===== config.mk =====
export PLATFORM = sky130hd
export DESIGN_NAME = fetch_unit_flat
export DESIGN_NICKNAME = d
export VERILOG_FILES = /design/src/rtl/fetch_unit_pkg.sv /design/src/rtl/fetch_unit_if.sv /design/src/rtl/fetch_unit_if_id_reg.sv /design/src/rtl/fetch_unit.sv /design/src/flat_wrapper.sv
export SDC_FILE = /design/constraint.sdc
export NUM_CORES = 1
export LEC_CHECK = 0
export CORE_UTILIZATION = 46
export CTS_BUF_LIST = sky130_fd_sc_hd__clkbuf_4
export DETAILED_ROUTE_END_ITERATION = 10
export PLACE_DENSITY = 0.74
export SLEW_MARGIN = 20
export SYNTH_ARGS = -nofsm -noshare
export SYNTH_HDL_FRONTEND = slang
export SYNTH_SLANG_ARGS = --single-unit
export TNS_END_PERCENT = 100

===== constraint.sdc =====
create_clock -name clk -period 2.4 [get_ports clk]
set_clock_uncertainty 0.05 [all_clocks]
set_input_delay 0.48 -clock clk [delete_from_list [all_inputs] [get_ports clk]]
set_output_delay 0.48 -clock clk [all_outputs]
set_load 0.01 [all_outputs]

===== src/rtl/fetch_unit_pkg.sv =====
// Shared definitions for the instruction fetch stage: FSM state encoding,
// special instruction encodings and the IF/ID pipeline register payload.
package fetch_unit_pkg;

   typedef logic [0:0] fetch_state_t;
   localparam fetch_state_t RUN  = 1'b0;
   localparam fetch_state_t HALT = 1'b1;

   localparam logic [31:0] INST_ECALL  = 32'h0000_0073;
   localparam logic [31:0] INST_EBREAK = 32'h0010_0073;
   localparam logic [31:0] INST_FENCE  = 32'h0000_000F;

   localparam logic [31:0] DEFAULT_RESET_PC = 32'h0000_0000;

   typedef struct packed {
      logic        valid;
      logic [31:0] inst;
      logic [31:0] pc;
      logic [31:0] pc4;
   } if_id_t;

   function automatic logic is_halt_inst(input logic [31:0] inst);
      return (inst == INST_ECALL) || (inst == INST_EBREAK);
   endfunction

endpackage


===== src/rtl/fetch_unit_if.sv =====
// Instruction memory bus between the fetch stage (master) and the
// combinational-read instruction memory (slave).
interface fetch_unit_if #(parameter int IMEM_AW = 6);

   logic [IMEM_AW-1:0] imem_addr;
   logic [31:0]        imem_data;

   modport master (output imem_addr, input imem_data);
   modport slave  (input imem_addr, output imem_data);

endinterface


===== src/rtl/fetch_unit_if_id_reg.sv =====
// IF/ID pipeline register. Flush only drops the valid bit so the payload
// of a squashed slot stays visible for debug.
module if_id_reg
   import fetch_unit_pkg::*;
(
   input  logic   clk,
   input  logic   rst_n,
   input  logic   load,
   input  logic   flush,
   input  if_id_t data,
   output if_id_t q
);

   always_ff @(posedge clk or negedge rst_n) begin
      if (!rst_n) begin
         q <= '0;
      end else if (flush) begin
         q.valid <= 1'b0;
      end else if (load) begin
         q <= data;
      end
   end

endmodule


===== src/rtl/fetch_unit.sv =====
// Fetch stage: PC register, RUN/HALT FSM and fetch counter feeding the
// IF/ID register. Redirects beat stalls, stalls beat normal fetch.
module fetch_unit
   import fetch_unit_pkg::*;
#(
   parameter logic [31:0] RESET_PC = DEFAULT_RESET_PC,
   parameter int          IMEM_AW  = 6
) (
   input  logic               clk,
   input  logic               rst_n,
   fetch_unit_if.master       imem,
   input  logic               stall,
   input  logic               redirect_valid,
   input  logic [31:0]        redirect_pc,
   output logic               if_id_valid,
   output logic [31:0]        if_id_inst,
   output logic [31:0]        if_id_pc,
   output logic [31:0]        if_id_pc4,
   output logic               halted,
   output logic [31:0]        fetch_count
);

   logic [31:0]  pc;
   logic [31:0]  pc_plus4;
   fetch_state_t state;
   logic         fetch_fire;
   logic         flush;
   logic         redirect_lsb_unused;
   if_id_t       if_id_d;
   if_id_t       if_id_q;

   assign pc_plus4            = pc + 32'd4;
   assign imem.imem_addr      = pc[IMEM_AW+1:2];
   assign redirect_lsb_unused = ^redirect_pc[1:0];

   assign fetch_fire = !redirect_valid && !stall && (state == RUN);
   // A halted, unstalled stage keeps emitting bubbles so the last
   // delivered instruction is not seen twice downstream.
   assign flush      = redirect_valid || (!stall && (state == HALT));

   always_comb begin
      if_id_d       = '0;
      if_id_d.valid = 1'b1;
      if_id_d.inst  = imem.imem_data;
      if_id_d.pc    = pc;
      if_id_d.pc4   = pc_plus4;
   end

   always_ff @(posedge clk or negedge rst_n) begin
      if (!rst_n) begin
         pc          <= RESET_PC;
         state       <= RUN;
         fetch_count <= '0;
      end else if (redirect_valid) begin
         pc    <= {redirect_pc[31:2], 2'b00};
         state <= RUN;
      end else if (fetch_fire) begin
         pc          <= pc_plus4;
         fetch_count <= fetch_count + 32'd1;
         if (is_halt_inst(imem.imem_data)) begin
            state <= HALT;
         end
      end
   end

   if_id_reg u_if_id_reg (
      .clk   (clk),
      .rst_n (rst_n),
      .load  (fetch_fire),
      .flush (flush),
      .data  (if_id_d),
      .q     (if_id_q)
   );

   assign if_id_valid = if_id_q.valid;
   assign if_id_inst  = if_id_q.inst;
   assign if_id_pc    = if_id_q.pc;
   assign if_id_pc4   = if_id_q.pc4;
   assign halted      = (state == HALT);

endmodule


===== src/flat_wrapper.sv =====
// flat-port wrapper written by rule: the top's interface ports become plain ports
module fetch_unit_flat import fetch_unit_pkg::*;
#(
   parameter logic [31:0] RESET_PC = DEFAULT_RESET_PC,
   parameter int          IMEM_AW  = 6
)
  (clk, rst_n, stall, redirect_valid, redirect_pc, if_id_valid, if_id_inst, if_id_pc, if_id_pc4, halted, fetch_count, imem_imem_addr, imem_imem_data);
  fetch_unit_if #(.IMEM_AW(IMEM_AW)) imem_i ();
  input  logic clk;
  input  logic rst_n;
  input  logic stall;
  input  logic redirect_valid;
  input  logic [31:0] redirect_pc;
  output logic if_id_valid;
  output logic [31:0] if_id_inst;
  output logic [31:0] if_id_pc;
  output logic [31:0] if_id_pc4;
  output logic halted;
  output logic [31:0] fetch_count;
  output wire logic [$bits(imem_i.imem_addr)-1:0] imem_imem_addr;
  input wire logic [$bits(imem_i.imem_data)-1:0] imem_imem_data;
  assign imem_imem_addr = imem_i.imem_addr;
  assign imem_i.imem_data = imem_imem_data;
  fetch_unit #(.RESET_PC(RESET_PC), .IMEM_AW(IMEM_AW)) u_core (.clk(clk), .rst_n(rst_n), .imem(imem_i), .stall(stall), .redirect_valid(redirect_valid), .redirect_pc(redirect_pc), .if_id_valid(if_id_valid), .if_id_inst(if_id_inst), .if_id_pc(if_id_pc), .if_id_pc4(if_id_pc4), .halted(halted), .fetch_count(fetch_count));
endmodule

# Word level (Yosys, flattened, before mapping)
# Index checks and enable logic that the tools add are counted.
# totals
regBits,162
latch_bits,0
ram_bits,0
mem_bits_ro,0
output_inout_bits,136
wordCells,34
mem_count,0
# op_classes
addsub,2
mul,0
div,0
magnitude_cmp,0
n_eq_ne,2
shift,0
muxes,7
bitwise,3
reduce_logical,13
# op_table
cell,count
two-way mux 97 bit,1
two-way mux 32 bit,2
adder 32 x 1 -> 32 bit (second input constant),1
adder 32 x 3 -> 32 bit (second input constant),1
equality test 32 x 21 -> 1 bit (second input constant),1
equality test 32 x 7 -> 1 bit (second input constant),1
AND reduction 2 bit,3
nonzero test 2 bit,3
two-way mux 1 bit,4
logical AND 1 bit,3
NOT 1 bit,3
zero test 1 bit,2
logical OR 1 bit,2

# Longest topological paths before layout
# Gate-level depths: netlist (run 1).
# depth
word_depth,5
depth_mapped,7
ltp_nobuf,5

# Cells and area by module
# From an unflattened synthesis (run 1), not the netlist that was laid out.
# hier_totals
cells_unflattened,629
hier_area_um2,7702.4
# modules_own_cells
mod,instances,cells_each,area_each_um2,seq_area_each_um2
fetch_unit,1,422,3867.5,1576.5
if_id_reg,1,207,3834.9,2427.3

# Least setup slack after synthesis (run 1)
# OpenSTA, ideal clock, no wires.
# synth_path
path_type,input to register
startpoint,input redirect_valid
endpoint,register u_core.fetch_count[11]
setup_ns,0.126
arrival_time_ns,2.047
required_time_ns,2.224
path_slack_ns,0.177
stages,6
path_cell_list,buf_6 -> or3_1 -> buf_2 -> or3_4 -> or4_1 -> xnor2_1
# synth_via
elab_chain_cells,4
word_cells_on_any_way,5
classes_between,bitwise: 1; reduce/logical: 4
# synth_lines
element,line,source
from (decl),flat_wrapper.sv:12,input logic redirect_valid;
zero test 1 bit,fetch_unit.sv:36,assign fetch_fire = !redirect_valid && !stall && (state == RUN);
logical AND 1 bit (2 in series),fetch_unit.sv:36,
AND reduction 2 bit (no line) *,--,
to (signal assigned),fetch_unit.sv:59,fetch_count <= fetch_count + 32'd1;
to (decl),fetch_unit.sv:20,output logic [31:0] fetch_count
# Mark *: on every way between the ends. The rest lies on a longest branch, timed or not.
# A chain may end at the register's enable or synchronous reset.

# Final worst setup path (run 1)
# layout_path
startpoint,register u_core.pc[6]
endpoint,output imem_imem_addr[4]
# layout_lines
element,line,source
from (decl),fetch_unit.sv:23,logic [31:0] pc;
from (signal assigned),fetch_unit.sv:55,"pc <= {redirect_pc[31:2], 2'b00};"
from (signal assigned),fetch_unit.sv:58,pc <= pc_plus4;
to (decl),flat_wrapper.sv:20,output wire logic [$bits(imem_i.imem_addr)-1:0] imem_imem_addr;
# No word-level cell between the ends.

==> impl_metrics.toml, run 1 <==
[cells_and_area]
drive_above_1_share_pct = 8.38
stdcell_count = 1238
areaGrowthSynthToFinish_pct = 36.1
layout_commonest_cell = "nand2_1"
final_util_pct = 64.6
num-fill-cells = 1336
nets = 1084
layout_common_cells = "nand2_1, clkdlybuf4s50_1, dfrtp_1"

[placement]
place_hpwl_um = 14300
port_buffers = 197
gp_congestion = 0.826
place_inst = 1205

[grt]
antenna_found_initial = 1
track_usage_pct = 25.2
grt_pass1_vias = 6210
grt_pass1_wl_um = 31900
grt_max_degree = 53
overflow = 0
grtUsageMet1_pct = 34.0
grt_busiest_layer = "met2"
met3_usage_pct = 5.88
met2_usage_pct = 39.3

[worst_setup_path]
worstPathArrival_ps = 1700
end_kind = "output port"
startpoint_type = "register"
crit_fanout = 7
setup.worst_path.class = "reg2out"
required_ps = 1870

[sta]
finalSetupViolCount = 0
period_minus_slack_ps = 2230
maxSlewViolCount = 0
rsz0062_at_grt = "false"
timing.fmax_mhz = 448
tightest_slew_ps = 515
period_share_pct = 92.9
relSlewSlack_pct = 65.7
finalHoldViolCount = 0

[synthesis]
synthArstFlopShare_pct = 100
synth_cell_types = 41
syn_area_per_cell_um2 = 9.03
synth_cells = 808
synth_edf_count = 0
ys_seq_area_share_pct = 53.5
synth_area_um2 = 7300
synth_warnings = 0
synth_top_flop_cell = "dfrtp_1"
ys_seq_elements = 156

[drt]
wl_per_cell_um = 15.7
drt-initial-drc-count = 392
wl_um = 19500
vias = 6424
drt_drc_violations_left = 0
via_per_inst = 5.19
firstDrtPassIters = 5
ant_nets = 0

[power]
p_per_area_nw_per_um2 = 634
finalPower_mw = 6.29
ir_drop_mv = 0.353
power_leakage_nw = 4.26

[floorplan]
core_area_um2 = 15400
dieHeight_um = 128
initial_core_util_pct = 47.5
design.die.area_um2 = 16400
die_x_um = 128
num_rows = 45
ios = 204

[clocking]
clk_pin_slew_ps = 130
numCtsBuffers = 17
cts_tree = "done"
cts.sinks = 156
ctsResizeCount = 0
insertion_delay_ps = 560
h-tree-depth = 4
cts.root.buffer_cell = "clkbuf_4"
cts.path.max_buffers = 2

[run_status]
outcome = "finished, final reports clean"

[run]
maxCapViolCount = 0

[hold_path]
worstHoldPathType = "in2async"
==> per-layer routing <==
| layer | vias to the layer above | part of all wire, % | wire length [um] |
|---|---|---|---|
| met4 | 0 | 2.8 | 537 |
| met5 | - | 0 | 0 |
| met2 | 192 | 46 | 9030 |
| met3 | 37 | 5.7 | 1120 |
| li1 | 3149 | - | - |
| met1 | 3046 | 45 | 8810 |
==> Yosys cell counts, types with 19 or more instances <==
cell	number	area [um2]
a31oi_1	28	175
o21ai_0	46	230
xor2_1	22	193
dfrtp_1	156	3900
nand2_1	245	920
xnor2_1	35	307
nand3_1	20	100
clkbuf_1	31	116
or4_1	19	143
or3_1	20	125
nand4_1	26	163
nor2_1	44	165
==> logic make-up (layout without fill, tap and decap cells) <==
group           after synthesis  in the layout  share of synthesized area, %
simple gates                429            429                          27.2
flops                       156            156                          53.5
compound gates               91             91                          7.30
buf+inv                      71            286                          4.66
xor+xnor                     57             57                          6.84
fa+ha+maj                     2              2                         0.343
other cells                   1              5                        0.0514
mux                           1              1                         0.137
==> flip-flops by register name, summed over array words and instances (netlist names) <==
register and cells:
u_core.halted 1, u_core.fetch_count 32, u_core.u_if_id_reg.q 93, u_core.pc 30
==> where the power goes <==
part           internal, mW  total, mW  switching, mW
sequential             2.95       3.25          0.298
combinational         0.858       1.57          0.717
clock                 0.536       1.47          0.932
total                  4.35       6.29           1.95
==> layout make-up <==
cell class	count	area, um2	area share, %
antenna	1	2.50	0.0252
clock buffer	20	150	1.51
clock inverter	11	98.8	0.995
inverter	7	26.3	0.265
multi-input combinational	584	3080	31.0
sequential	156	3900	39.3
tap	211	264	2.66
timing repair buffer	248	2410	24.2
==> metrics by stage <==
stage | setup WS, ps | instance area (um2) | setup TNS, ps | hold WS, ps
5_1_grt | 25.4 | 9930 | 0 | 363
4_1_cts | 117 | 9930 | 0 | 351
2_1_floorplan | 177 | 7310 | 0 | 134
6_report | 170 | 9930 | 0 | 385
3_3_place_gp | -181 | 9670 | -888 | 407
3_5_place_dp | -182 | 9670 | -1230 | 411
==> final timing paths <==
check	start	end	slack, ps	depth (start not counted)
min	rst_n	u_core.u_if_id_reg.q[24]	390	2
max	u_core.pc[6]	imem_imem_addr[4]	170	2
max reg2reg	u_core.pc[12]	u_core.pc[31]	190	5
min in group clk	imem_imem_data[20]	u_core.u_if_id_reg.q[84]	400	3
max in group asynchronous	rst_n	u_core.u_if_id_reg.q[16]	1230	3
min reg2reg	u_core.u_if_id_reg.q[64]	u_core.u_if_id_reg.q[64]	440	2
==> critical path, cell delays in order (launching register included) <==
cell             delay, ps
dfrtp_1                420
buf_4                  180
clkdlybuf4s50_1        550
==> what timing repair did <==
item	in CTS	in global routing
endpoints found under the hold margin	46	0
setup endpoints to repair	0	0
buffers inserted	0	0
hold buffers	1	0
Note: power is estimated with default switching activity, not from simulation.
==> run 2, diff against run 1 <==
HOLD_SLACK_MARGIN = 0.02   (was unset)
PLACE_DENSITY = 0.88   (was 0.74)
==> run 2 against run 1 <==
Effect of this change:
- routed wire length up 4.0%
- core utilization up 0.50 points
- clock power up 18%
==> impl_metrics.toml, run 2 (synthesis gave the netlist of run 1 again) <==
[run_status]
outcome = "finished, final reports clean"

[floorplan]
num_rows = 45
ios = 204
design.die.area_um2 = 16400
die_x_um = 128
initial_core_util_pct = 47.5
dieHeight_um = 128
core_area_um2 = 15400

[run]
maxCapViolCount = 0

[power]
ir_drop_mv = 0.401
power_leakage_nw = 4.30
clkPwrFrac_pct = 26.4
p_per_area_nw_per_um2 = 658
switching_share_pct = 29.6
p_int_mw = 4.64
seqPwrFrac_pct = 49.5
finalPower_mw = 6.59
combPwrFrac_pct = 24.1
p_switching_mw = 1.95

[drt]
wl_per_cell_um = 16.4
firstDrtPassIters = 5
drt-initial-drc-count = 498
via_per_inst = 5.39
wl_um = 20300
vias = 6658
drt_drc_violations_left = 0
ant_nets = 0

[worst_setup_path]
crit_top_cell = "or3_1"
end_kind = "register"
r2r-start = "u_core.pc[8]"
reg2regPathDepth = 5
crit_fanout = 20
cp_cell_sequence = "nand4_2 > or3_1 > buf_4 > or3_1 > a31oi_1"
worstPathArrival_ps = 2690
crit_start = "u_core.pc[8]"
startpoint_type = "register"
setup.worst_path.class = "reg2reg"
critPathMaxStageDelay_ps = 670
required_ps = 2810
crit_slowest_cell = "or3_1"

[grt]
grt_pass1_vias = 6544
grt_pass1_wl_um = 32600
overflow = 0
grt_max_degree = 54
antenna_found_initial = 0
track_usage_pct = 25.8

[sta]
holdWs_ps = 387
relSlewSlack_pct = 53.5
finalHoldViolCount = 0
tightest_slew_ps = 697
rsz0062_at_grt = "false"
maxSlewViolCount = 0
period_share_pct = 94.6
finalSetupViolCount = 0
period_minus_slack_ps = 2270
timing.fmax_mhz = 440

[clocking]
clk_pin_slew_ps = 140
cts.sinks = 156
cts.root.buffer_cell = "clkbuf_4"
cts_tree = "done"
cts.path.max_buffers = 2
insertion_delay_ps = 560
numCtsBuffers = 17
h-tree-depth = 4

[placement]
port_buffers = 197
gp_congestion = 0.813
place_hpwl_um = 14800
placed_area_um2 = 9680
place_inst = 1203

[cells_and_area]
regMostFlops = "u_core.u_if_id_reg.q"
design_area_um2 = 10000
stdcell_count = 1235
antenna_cells = 0
layout_common_cells = "nand2_1, clkdlybuf4s50_1, dfrtp_1"
layout_commonest_cell = "nand2_1"
final_util_pct = 65.1
top_regs = "u_core.u_if_id_reg.q x93, u_core.fetch_count x32, u_core.pc x30"
drive_above_1_share_pct = 8.30
nets = 1083
largest_register_ff_count = 93
areaGrowthSynthToFinish_pct = 37.1

[hold_path]
worstHoldPathType = "in2async"
[run 2: cell count changes in the layout (fill, tap and decap cells not counted), moves of 2 or more]
cell / before / now
clkinvlp_4: 4 / 0
bufinv_16: 1 / 4
clkbuf_4: 20 / 18
buf_12: 4 / 6
buf_4: 46 / 43
[run 2: power groups by stage]
stage | clock, mW | combinational [mW] | sequential, mW
after floorplan | 0 | 0.537 | 3.36
after global placement | 0 | 1.55 | 3.29
after detailed placement | 0 | 1.59 | 3.31
after CTS | 1.77 | 1.60 | 3.26
after global routing | 1.90 | 1.73 | 3.31
final | 1.74 | 1.59 | 3.27
[run 2: worst max-delay path, delay by kind of cell, from the launching register on]
| family | cells | cell delay (ps) |
|---|---|---|
| AO/OA/AOI/OAI | 1 | 180 |
| buffers and inverters | 1 | 270 |
| flip-flops | 1 | 520 |
| AND/OR/NAND/NOR | 3 | 1170 |
[run 2: final cells by class]
| type | count | area [um2] |
|---|---|---|
| inverters | 7 | 26.3 |
| repair buffers | 247 | 2430 |
| flip-flops and latches | 156 | 3900 |
| clock buffers | 18 | 135 |
| multi-input cells | 584 | 3080 |
| clock inverters | 12 | 173 |
| fillers | 1194 | 5360 |
| well taps | 211 | 264 |
[run 2: stage by stage]
| step | worst slack [ps] | TNS, ps |
|---|---|---|
| final | 129 | 0 |
| after global routing | 4.12 | 0 |
| after CTS | 19.2 | 0 |
| after detailed placement | -349 | -14940 |
| after global placement | -271 | -12600 |
| after floorplan | 177 | 0 |
[run 2: path summary, 6_finish.rpt]
kind | slack (ps) | endpoint
max | 130 | u_core.u_if_id_reg.q[23]
min | 390 | u_core.fetch_count[13]
max reg2reg | 130 | u_core.u_if_id_reg.q[23]
min reg2reg | 420 | u_core.fetch_count[31]
max in group asynchronous | 1280 | u_core.pc[16]
min in group clk | 390 | u_core.u_if_id_reg.q[70]
[run 2: what timing repair did]
item                                   CTS  global route
setup buffers                            0             1
hold buffers                             1             0
setup endpoints to repair                0             3
resized for setup                        0             1
endpoints found under the hold margin   48             0
[run 2: routing by layer]
metal  track usage (%)  vias to the layer above  wire length, um
li1                  -                     3149                -
met1              32.9                     3199             8520
met2              42.5                      269             9940
met3              6.09                       41             1240
met4              10.6                        0              563
met5                 0                        -                0
==> run 3, diff against run 2 <==
GPL_TIMING_DRIVEN = 0   (was unset)
==> run 3 against run 2 <==
Effect of this change:
- hold slack worse by 190 ps
- largest power group unchanged
- sequential power about the same
- die area unchanged
- critical endpoint is now imem_imem_addr[0]
- global-route usage up 0.43 points
- register-to-register slack worse by 50 ps
==> impl_metrics.toml, run 3 (synthesis gave the netlist of run 1 again) <==
[sta]
finalSetupViolCount = 0
finalHoldViolCount = 0
period_share_pct = 96.5
rsz0062_at_grt = "true"
period_minus_slack_ps = 2320
timing.fmax_mhz = 432
relSlewSlack_pct = 50.9
tightest_slew_ps = 734
fin_ws_ps = 83.5
maxSlewViolCount = 0
setup_tns_ps = 0

[cells_and_area]
areaGrowthSynthToFinish_pct = 37.4
largest_register_ff_count = 93
layout_commonest_cell = "nand2_1"
nets = 1102
antenna_cells = 0
drive_above_1_share_pct = 7.67
layout_common_cells = "nand2_1, clkdlybuf4s50_1, dfrtp_1"
top_regs = "u_core.u_if_id_reg.q x93, u_core.fetch_count x32, u_core.pc x30"
regMostFlops = "u_core.u_if_id_reg.q"

[grt]
grt_pass1_vias = 6278
grt_max_degree = 87
antenna_found_initial = 0
overflow = 0
track_usage_pct = 26.3
grt_pass1_wl_um = 32900

[drt]
wl_met2_um = 10200
wl_per_cell_um = 16.8
firstDrtPassIters = 5
drt_drc_violations_left = 0
via_per_inst = 5.45
wl_um = 21100
vias = 6840
ant_nets = 0
drt-initial-drc-count = 559
wl_met3_um = 1480
highest_layer = "met4"
met1_length_um = 8890

[worst_setup_path]
required_ps = 1870
crit_fanout = 6
crit_top_cell = "buf_4"
reg2regPathDepth = 7
worstPathArrival_ps = 1790
end_kind = "output port"
critPathMaxStageDelay_ps = 480
cp_cell_sequence = "buf_4 > buf_4 > clkdlybuf4s50_1"
startpoint_type = "register"
crit_slowest_cell = "clkdlybuf4s50_1"
setup.worst_path.class = "reg2out"

[floorplan]
ios = 204
num_rows = 45
design.die.area_um2 = 16400
core_area_um2 = 15400
die_x_um = 128
initial_core_util_pct = 47.5
dieHeight_um = 128

[clocking]
insertion_delay_ps = 570
cts.path.max_buffers = 2
cts.sinks = 156
numCtsBuffers = 17
h-tree-depth = 4
cts.root.buffer_cell = "clkbuf_4"
clk_pin_slew_ps = 130
cts_tree = "done"

[hold_path]
holdPathStages = 2
worstHoldPathType = "in2reg"

[run]
maxCapViolCount = 0

[placement]
gp_congestion = 0.857
place_hpwl_um = 15200
pre_cts_ws_ps = -621
port_buffers = 196

[power]
power_leakage_nw = 4.28
ir_drop_mv = 0.360
p_per_area_nw_per_um2 = 694
finalPower_mw = 6.97

[run_status]
outcome = "finished, final reports clean"
run 3: cell types whose count changed in the layout (fill, tap and decap cells not counted), sizes merged:
cell	change
clkinv	-5
clkinvlp	+2
bufinv	+3
clkdlybuf4s50	-1
clkbuf	+30
buf	-10
run 3: power breakdown:
group / leakage (nW) / internal (mW) / switching, mW
clock: 0.194 / 1.14 / 0.952
sequential: 1.90 / 2.95 / 0.289
combinational: 2.18 / 0.856 / 0.776
run 3: final cells by class:
type,instances,area [um2]
multi-input cells,584,3090
repair buffers,204,2050
well taps,211,264
clock buffers,18,135
fillers,1235,5340
inverters,7,26.3
clock inverters,12,244
plain buffers,62,312
flip-flops and latches,156,3910
run 3: layer usage:
layer / vias to the layer above / global-route usage, %
met4: 0 / 11.6
met2: 310 / 42.0
met1: 3299 / 34.7
met5: - / 0
met3: 46 / 5.34
li1: 3185 / -
run 3: repair_timing:
action,4_1_cts,5_1_grt
endpoints found under the hold margin,70,0
pin swaps,0,5
resized for setup,5,8
endpoints found under the setup margin,41,23
setup buffers,0,6
hold buffers,1,0
run 3: worst paths after layout:
| path | start | slack, ps | end |
|---|---|---|---|
| max | u_core.pc[2] | 80 | imem_imem_addr[0] |
| min | redirect_valid | 200 | u_core.pc[20] |
| max reg2reg | u_core.pc[12] | 80 | u_core.u_if_id_reg.q[29] |
| min reg2reg | u_core.u_if_id_reg.q[34] | 440 | u_core.u_if_id_reg.q[34] |
| max in group asynchronous | rst_n | 1080 | u_core.halted |
| min in group asynchronous | rst_n | 380 | u_core.u_if_id_reg.q[62] |
run 3: per-stage QoR:
step	util (%)	hold slack [ps]	cell area, um2	cells
finish	65.3	197	10000	1254
global route	65.3	167	10000	1254
CTS	64.9	159	9970	1250
detailed placement	62.3	412	9570	1219
global placement	62.0	406	9540	1218
floorplan	-	134	7310	811
run 3: worst max-delay path, delay by kind of cell, from the launching register on:
family | cells | cell delay, ps
DFF | 1 | 470
buffers and inverters | 3 | 750
